### src/rtl/mem_arbiter.sv
`default_nettype none
// =============================================================================
// mem_arbiter
// Arbitrates an instruction-fetch and a load/store requester onto one
// single-port byte RAM with registered read; range-checks each access.
// Revision: 1.0 - initial release
// =============================================================================
module mem_arbiter #(
   parameter int MEM_BYTES    = 2048,
   parameter int STARVE_LIMIT = 4,
   parameter int CNT_W        = 3
) (
   input  logic        I_clk,
   input  logic        I_reset_n,
   input  logic        I_if_req,
   input  logic [15:0] I_if_addr,
   output logic        O_if_ack,
   output logic [15:0] O_if_data,
   output logic        O_if_err,
   input  logic        I_ls_req,
   input  logic        I_ls_write,
   input  logic [1:0]  I_ls_size,
   input  logic [15:0] I_ls_addr,
   input  logic [15:0] I_ls_data,
   output logic        O_ls_ack,
   output logic [15:0] O_ls_data,
   output logic        O_ls_err,
   output logic        O_ram_enable,
   output logic        O_ram_write,
   output logic [1:0]  O_ram_size,
   output logic [15:0] O_ram_addr,
   output logic [15:0] O_ram_data,
   input  logic [15:0] I_ram_data
);

   typedef enum logic [1:0] {
      IDLE   = 2'd0,
      ACCESS = 2'd1,
      RESP   = 2'd2
   } state_t;

   localparam logic [16:0]      c_mem_limit = 17'(MEM_BYTES);
   localparam logic [CNT_W-1:0] c_starve    = CNT_W'(STARVE_LIMIT);
   localparam logic [CNT_W-1:0] c_cnt_max   = '1;

   state_t            state_q, state_d;
   logic [CNT_W-1:0]  cnt_q, cnt_d;
   logic              ls_owner_q, ls_owner_d;
   logic              write_q, write_d;
   logic [1:0]        size_q, size_d;
   logic [15:0]       addr_q, addr_d;
   logic [15:0]       wdata_q, wdata_d;
   logic              err_q, err_d;

   logic              w_ls_win;
   logic [1:0]        w_sel_size;
   logic [15:0]       w_sel_addr;
   logic [16:0]       w_addr_ext;
   logic              w_legal;
   logic [15:0]       w_rdata;

   // Fetch is forced once load/store has won STARVE_LIMIT times in a row over it.
   assign w_ls_win   = I_ls_req && !(I_if_req && (cnt_q == c_starve));
   assign w_sel_size = w_ls_win ? I_ls_size : 2'd2;
   assign w_sel_addr = w_ls_win ? I_ls_addr : I_if_addr;
   assign w_addr_ext = {1'b0, w_sel_addr};
   assign w_legal    = ((w_sel_size == 2'd1) || (w_sel_size == 2'd2))
                       && (w_addr_ext < c_mem_limit)
                       && ((w_sel_size != 2'd2) || ((w_addr_ext + 17'd1) < c_mem_limit));

   always_ff @(posedge I_clk or negedge I_reset_n) begin
      if (!I_reset_n) begin
         state_q    <= IDLE;
         cnt_q      <= '0;
         ls_owner_q <= 1'b0;
         write_q    <= 1'b0;
         size_q     <= '0;
         addr_q     <= '0;
         wdata_q    <= '0;
         err_q      <= 1'b0;
      end else begin
         state_q    <= state_d;
         cnt_q      <= cnt_d;
         ls_owner_q <= ls_owner_d;
         write_q    <= write_d;
         size_q     <= size_d;
         addr_q     <= addr_d;
         wdata_q    <= wdata_d;
         err_q      <= err_d;
      end
   end

   always_comb begin
      state_d      = state_q;
      cnt_d        = cnt_q;
      ls_owner_d   = ls_owner_q;
      write_d      = write_q;
      size_d       = size_q;
      addr_d       = addr_q;
      wdata_d      = wdata_q;
      err_d        = err_q;
      w_rdata      = I_ram_data;
      O_if_ack     = 1'b0;
      O_if_data    = '0;
      O_if_err     = 1'b0;
      O_ls_ack     = 1'b0;
      O_ls_data    = '0;
      O_ls_err     = 1'b0;
      O_ram_enable = 1'b0;
      O_ram_write  = 1'b0;
      O_ram_size   = size_q;
      O_ram_addr   = addr_q;
      O_ram_data   = wdata_q;

      case (state_q)
         IDLE: begin
            if (I_if_req || I_ls_req) begin
               ls_owner_d = w_ls_win;
               write_d    = w_ls_win ? I_ls_write : 1'b0;
               size_d     = w_sel_size;
               addr_d     = w_sel_addr;
               wdata_d    = w_ls_win ? I_ls_data : 16'h0000;
               err_d      = !w_legal;
               state_d    = w_legal ? ACCESS : RESP;
               if (w_ls_win && I_if_req) begin
                  cnt_d = (cnt_q == c_cnt_max) ? cnt_q : cnt_q + CNT_W'(1);
               end else begin
                  cnt_d = '0;
               end
            end
         end
         ACCESS: begin
            O_ram_enable = 1'b1;
            O_ram_write  = write_q;
            state_d      = RESP;
         end
         RESP: begin
            if (write_q || err_q) begin
               w_rdata = '0;
            end else if (ls_owner_q && (size_q == 2'd1)) begin
               w_rdata[15:8] = 8'h00;
            end
            if (ls_owner_q) begin
               O_ls_ack  = 1'b1;
               O_ls_data = w_rdata;
               O_ls_err  = err_q;
            end else begin
               O_if_ack  = 1'b1;
               O_if_data = w_rdata;
               O_if_err  = err_q;
            end
            state_d = IDLE;
         end
         default: state_d = IDLE;
      endcase
   end

endmodule
`default_nettype wire

### config.mk
export PLATFORM = sky130hd
export DESIGN_NAME = mem_arbiter
export DESIGN_NICKNAME = d
export VERILOG_FILES = /design/src/rtl/mem_arbiter.sv
export SDC_FILE = /design/constraint.sdc
export NUM_CORES = 1
export LEC_CHECK = 0
export BUFFER_PORTS_ARGS = -buffer_cell sky130_fd_sc_hd__buf_2
export CORE_ASPECT_RATIO = 0.9
export CORE_MARGIN = 8
export CORE_UTILIZATION = 38
export CTS_CLUSTER_SIZE = 40
export DETAILED_ROUTE_END_ITERATION = 8
export PLACE_DENSITY = 0.79
export SLEW_MARGIN = 20
export SYNTH_ARGS = -nofsm -noshare
export SYNTH_HDL_FRONTEND = slang
export SYNTH_SLANG_ARGS = --single-unit
### constraint.sdc
create_clock -name I_clk -period 2.1 [get_ports I_clk]
set_input_delay 0.315 -clock I_clk [delete_from_list [all_inputs] [get_ports I_clk]]
set_output_delay 0.315 -clock I_clk [all_outputs]
set_load 0.01 [all_outputs]
==> metrics.txt <==
# TYPE chip_impl_metric gauge
chip_impl_metric{name="final.min_clock_period",unit="ns"} 2.05
chip_impl_metric{name="drtIter0Drc",unit=""} 68
chip_impl_info{name="root_driver",value="sky130_fd_sc_hd__clkbuf_8"} 1
chip_impl_metric{name="detailedPlacementHpwl",unit="um"} 5380
chip_impl_metric{name="place_congestion",unit=""} 0.818
chip_impl_metric{name="layout-drive-gt1-share",unit="%"} 50.7
chip_impl_info{name="start_kind",value="flop"} 1
chip_impl_metric{name="post_synthesis_cell_area",unit="um2"} 2190
chip_impl_info{name="dominantRegCellSynth",value="sky130_fd_sc_hd__dfrtp_1"} 1
chip_impl_metric{name="synth_mux_area_share",unit="%"} 8.32
chip_impl_metric{name="seqCellArea",unit="um2"} 1050
chip_impl_metric{name="netlist-cell-type-count",unit=""} 36
chip_impl_info{name="hold_path_class",value="input pin to async pin"} 1
chip_impl_info{name="timing.critical_path.to_type",value="flop"} 1
chip_impl_metric{name="num-fill-cells",unit=""} 500
chip_impl_metric{name="numPortBuffers",unit=""} 142
chip_impl_metric{name="fp.dieW",unit="um"} 96.1
chip_impl_metric{name="viasPerCell",unit=""} 5.13
chip_impl_metric{name="die_y",unit="um"} 88.1
chip_impl_metric{name="worst_ep_arrival_time",unit="ns"} 2.23
chip_impl_metric{name="synth_simple_gate_area_share",unit="%"} 21.8
chip_impl_metric{name="grt_start_max_net_pins",unit=""} 43
chip_impl_metric{name="numCtsBuffers",unit=""} 5
chip_impl_metric{name="clk_transition_reported_paths",unit="ns"} 0.09
chip_impl_info{name="synth_top_area_cell",value="sky130_fd_sc_hd__dfrtp_1"} 1
chip_impl_metric{name="max-cap-violations",unit=""} 0
chip_impl_metric{name="postSynthRegisterBits",unit=""} 42
chip_impl_metric{name="tightestPinTransition",unit="ns"} 0.916
chip_impl_metric{name="finalNetCount",unit=""} 425
chip_impl_info{name="top_cells_by_instance_count_after_synthesis",value="sky130_fd_sc_hd__dfrtp_1, sky130_fd_sc_hd__and3_1, sky130_fd_sc_hd__a22o_1, sky130_fd_sc_hd__nand2_1"} 1
chip_impl_metric{name="netlist_instances",unit=""} 206
chip_impl_metric{name="top_level_ports",unit=""} 143
chip_impl_metric{name="finish.instance_area",unit="um2"} 3130
chip_impl_metric{name="utilization",unit="%"} 55.6
chip_impl_info{name="synth.most_common_cell",value="sky130_fd_sc_hd__dfrtp_1"} 1
chip_impl_metric{name="final-setup-viol-count",unit=""} 0
chip_impl_metric{name="worst_skew_pair.late_latency",unit="ns"} 0.30
chip_impl_metric{name="initial_drt_pass_iterations",unit=""} 4
chip_impl_metric{name="antenna_left",unit=""} 0
chip_impl_metric{name="placed_cell_area",unit="um2"} 2950
chip_impl_metric{name="hold_violations",unit=""} 0
chip_impl_metric{name="synth_fp_nets",unit=""} 281
chip_impl_metric{name="critical_path_required",unit="ns"} 2.28
chip_impl_metric{name="first_global_vias",unit=""} 2296
chip_impl_info{name="run_status",value="completed"} 1
chip_impl_metric{name="yosys_warns",unit=""} 0
chip_impl_metric{name="floorplan.core_area",unit="um2"} 5630
chip_impl_metric{name="synth_compound_area_share",unit="%"} 14.5
chip_impl_metric{name="power.ir.vdd_worst",unit="V"} 0.000470
chip_impl_metric{name="timing.slew.headroom",unit="%"} 39.0
chip_impl_metric{name="synth_fa_ha_area_share",unit="%"} 2.28
chip_impl_metric{name="synthDominantCellAreaShare",unit="%"} 47.9
chip_impl_metric{name="whs",unit="ns"} 0.143
chip_impl_metric{name="final-max-slew-violation-count",unit=""} 0
chip_impl_info{name="netlist_top_cells_area",value="sky130_fd_sc_hd__dfrtp_1, sky130_fd_sc_hd__a22o_1, sky130_fd_sc_hd__mux2i_1"} 1
chip_impl_metric{name="post-route-period-util",unit="%"} 97.5
chip_impl_metric{name="numPlacedInstances",unit=""} 411
chip_impl_metric{name="total_leakage_power",unit="uW"} 0.00181
chip_impl_metric{name="fmax",unit="GHz"} 0.488
chip_impl_metric{name="diodes",unit=""} 0
chip_impl_metric{name="multi_input_logic_area",unit="um2"} 1090
chip_impl_metric{name="synth-async-reset-ratio",unit="%"} 100
chip_impl_metric{name="cp_max_fo",unit=""} 4
chip_impl_metric{name="global_route.overflow_total",unit=""} 0
chip_impl_metric{name="wirelength",unit="um"} 7030
chip_impl_metric{name="dr_total_vias",unit=""} 2160
chip_impl_metric{name="cts_max_level",unit=""} 2
chip_impl_metric{name="syn2layout_area_growth",unit="%"} 42.6
chip_impl_metric{name="power_per_cell_area",unit="nW/um2"} 739
chip_impl_metric{name="stdcell_count",unit=""} 421
chip_impl_metric{name="first_pass_grt_wire_length",unit="um"} 10900
chip_impl_metric{name="synth_xor_area_share",unit="%"} 0
chip_impl_info{name="clock_tree_from_tritoncts",value="built"} 1
chip_impl_metric{name="placementRows",unit=""} 26
chip_impl_metric{name="starting_density",unit="%"} 39.0
chip_impl_metric{name="clock-sinks",unit=""} 42
chip_impl_metric{name="count_of_flip_flops_with_a_built_in_enable_after_synthesis",unit=""} 0
chip_impl_metric{name="cts_max_path_buffers",unit=""} 2
chip_impl_metric{name="gr-usage-all-layers",unit="%"} 16.3
chip_impl_info{name="setup.worst_path.class",value="flop to flop"} 1
chip_impl_metric{name="die_footprint",unit="um2"} 8470
chip_impl_metric{name="wire_per_inst",unit="um"} 16.7
chip_impl_metric{name="remaining_drc_errors",unit=""} 0
chip_impl_metric{name="post_synth.cell_area_avg",unit="um2"} 10.7
chip_impl_info{name="synth_top_family_by_area",value="simple AND/OR/NAND/NOR gates"} 1
chip_impl_metric{name="antenna_found_initial",unit=""} 0
chip_impl_metric{name="ys_seq_area_share",unit="%"} 47.9
chip_impl_metric{name="finalClockSkew",unit="ns"} 0.0125
## power breakdown
group	switching [uW]	internal [uW]
Sequential	81.2	945
Clock	303	357
Combinational	345	283
## worst paths after layout
check | start | to | slack [ns] | depth (start not counted)
max in group asynchronous | I_reset_n | O_ram_addr[7] | 1.38 | 1
hold reg to reg | O_ram_addr[6] | O_ram_addr[6] | 0.48 | 2
setup / recovery | cnt_q[1] | state_q[0] | 0.05 | 10
setup reg to reg | cnt_q[1] | state_q[0] | 0.05 | 10
min in group I_clk | I_ls_data[13] | O_ram_data[13] | 0.22 | 2
hold / removal | I_reset_n | O_ram_data[4] | 0.14 | 1
## layer usage
| metal | share of wire (%) | GRT usage [%] | wire length (um) | vias to the layer above |
|---|---|---|---|---|
| met5 | 0 | 0 | 0 | - |
| met4 | 1.7 | 4.46 | 120 | 0 |
| met3 | 13 | 8.48 | 946 | 10 |
| met2 | 47 | 26.7 | 3300 | 110 |
| met1 | 38 | 18.1 | 2670 | 1000 |
| li1 | - | - | - | 1040 |
## cell usage in the layout, fill, tap and decap left out, types with 2 or more instances in the layout
cell type | Yosys | final
sky130_fd_sc_hd__nand4_1 | 7 | 7
sky130_fd_sc_hd__and3_1 | 25 | 25
sky130_fd_sc_hd__inv_2 | 0 | 2
sky130_fd_sc_hd__inv_1 | 4 | 2
sky130_fd_sc_hd__dfrtp_1 | 42 | 42
sky130_fd_sc_hd__buf_2 | 3 | 142
sky130_fd_sc_hd__and2_1 | 12 | 11
sky130_fd_sc_hd__nor2_1 | 4 | 4
sky130_fd_sc_hd__a32oi_1 | 2 | 2
sky130_fd_sc_hd__mux2i_1 | 16 | 16
sky130_fd_sc_hd__buf_4 | 3 | 9
sky130_fd_sc_hd__mux2_2 | 2 | 2
sky130_fd_sc_hd__clkbuf_8 | 0 | 5
sky130_fd_sc_hd__o21ai_0 | 16 | 16
sky130_fd_sc_hd__ha_1 | 4 | 2
sky130_fd_sc_hd__nand2_1 | 19 | 18
sky130_fd_sc_hd__a22o_1 | 19 | 19
## sequential cells by signal (all words and copies together) (netlist names)
| signal | cells |
|---|---|
| O_ram_addr | 16 |
| state_q | 2 |
| O_ram_size | 2 |
| ls_owner_q | 1 |
| err_q | 1 |
| O_ram_data | 16 |
| cnt_q | 3 |
| write_q | 1 |
## area by class of cell
class,instances,area share (%)
clock buffers,5,2.20
clock inverters,3,1.40
inverters,4,0.480
multi-input cells,146,34.7
flip-flops and latches,42,33.6
well taps,70,2.80
repair buffers,151,24.9
## critical path, stage by stage, from the launching register on
cell and delay [ns]:
sky130_fd_sc_hd__dfrtp_1 0.42, sky130_fd_sc_hd__inv_2 0.09, sky130_fd_sc_hd__ha_4 0.14, sky130_fd_sc_hd__nand3_2 0.09
sky130_fd_sc_hd__and2_4 0.18, sky130_fd_sc_hd__nand2_2 0.07, sky130_fd_sc_hd__ha_2 0.17, sky130_fd_sc_hd__nand4_1 0.14
sky130_fd_sc_hd__a2111oi_4 0.33, sky130_fd_sc_hd__a21oi_2 0.08, sky130_fd_sc_hd__and4bb_2 0.23
## per-stage QoR
| stage | setup slack [ns] | total power, uW | setup TNS [ns] |
|---|---|---|---|
| after floorplan | 0.00133 | 1370 | 0 |
| after global placement | 0.157 | 1640 | 0 |
| after detailed placement | 0.0791 | 1660 | 0 |
| after CTS | 0.0536 | 2320 | 0 |
| after global routing | -0.0616 | 2460 | -0.0641 |
| final | 0.0526 | 2310 | 0 |
## cells by family (layout without fill, tap and decap cells)
group                    after synthesis  count (layout)
adder cells (fa/ha/maj)                4               4
flip-flops                            42              42
AND/OR/NAND/NOR                       80              80
multiplexers                          18              18
buffers and inverters                 18             163
AO/OA/AOI/OAI                         44              44
## repair_timing
item / 4_1_cts / 5_1_grt
resized for setup: 0 / 11
hold buffers: 0 / 0
hold endpoints to repair: 0 / 0
setup buffers: 0 / 2
endpoints found under the setup margin: 0 / 3
No activity file was read; power rests on OpenSTA's default activity.
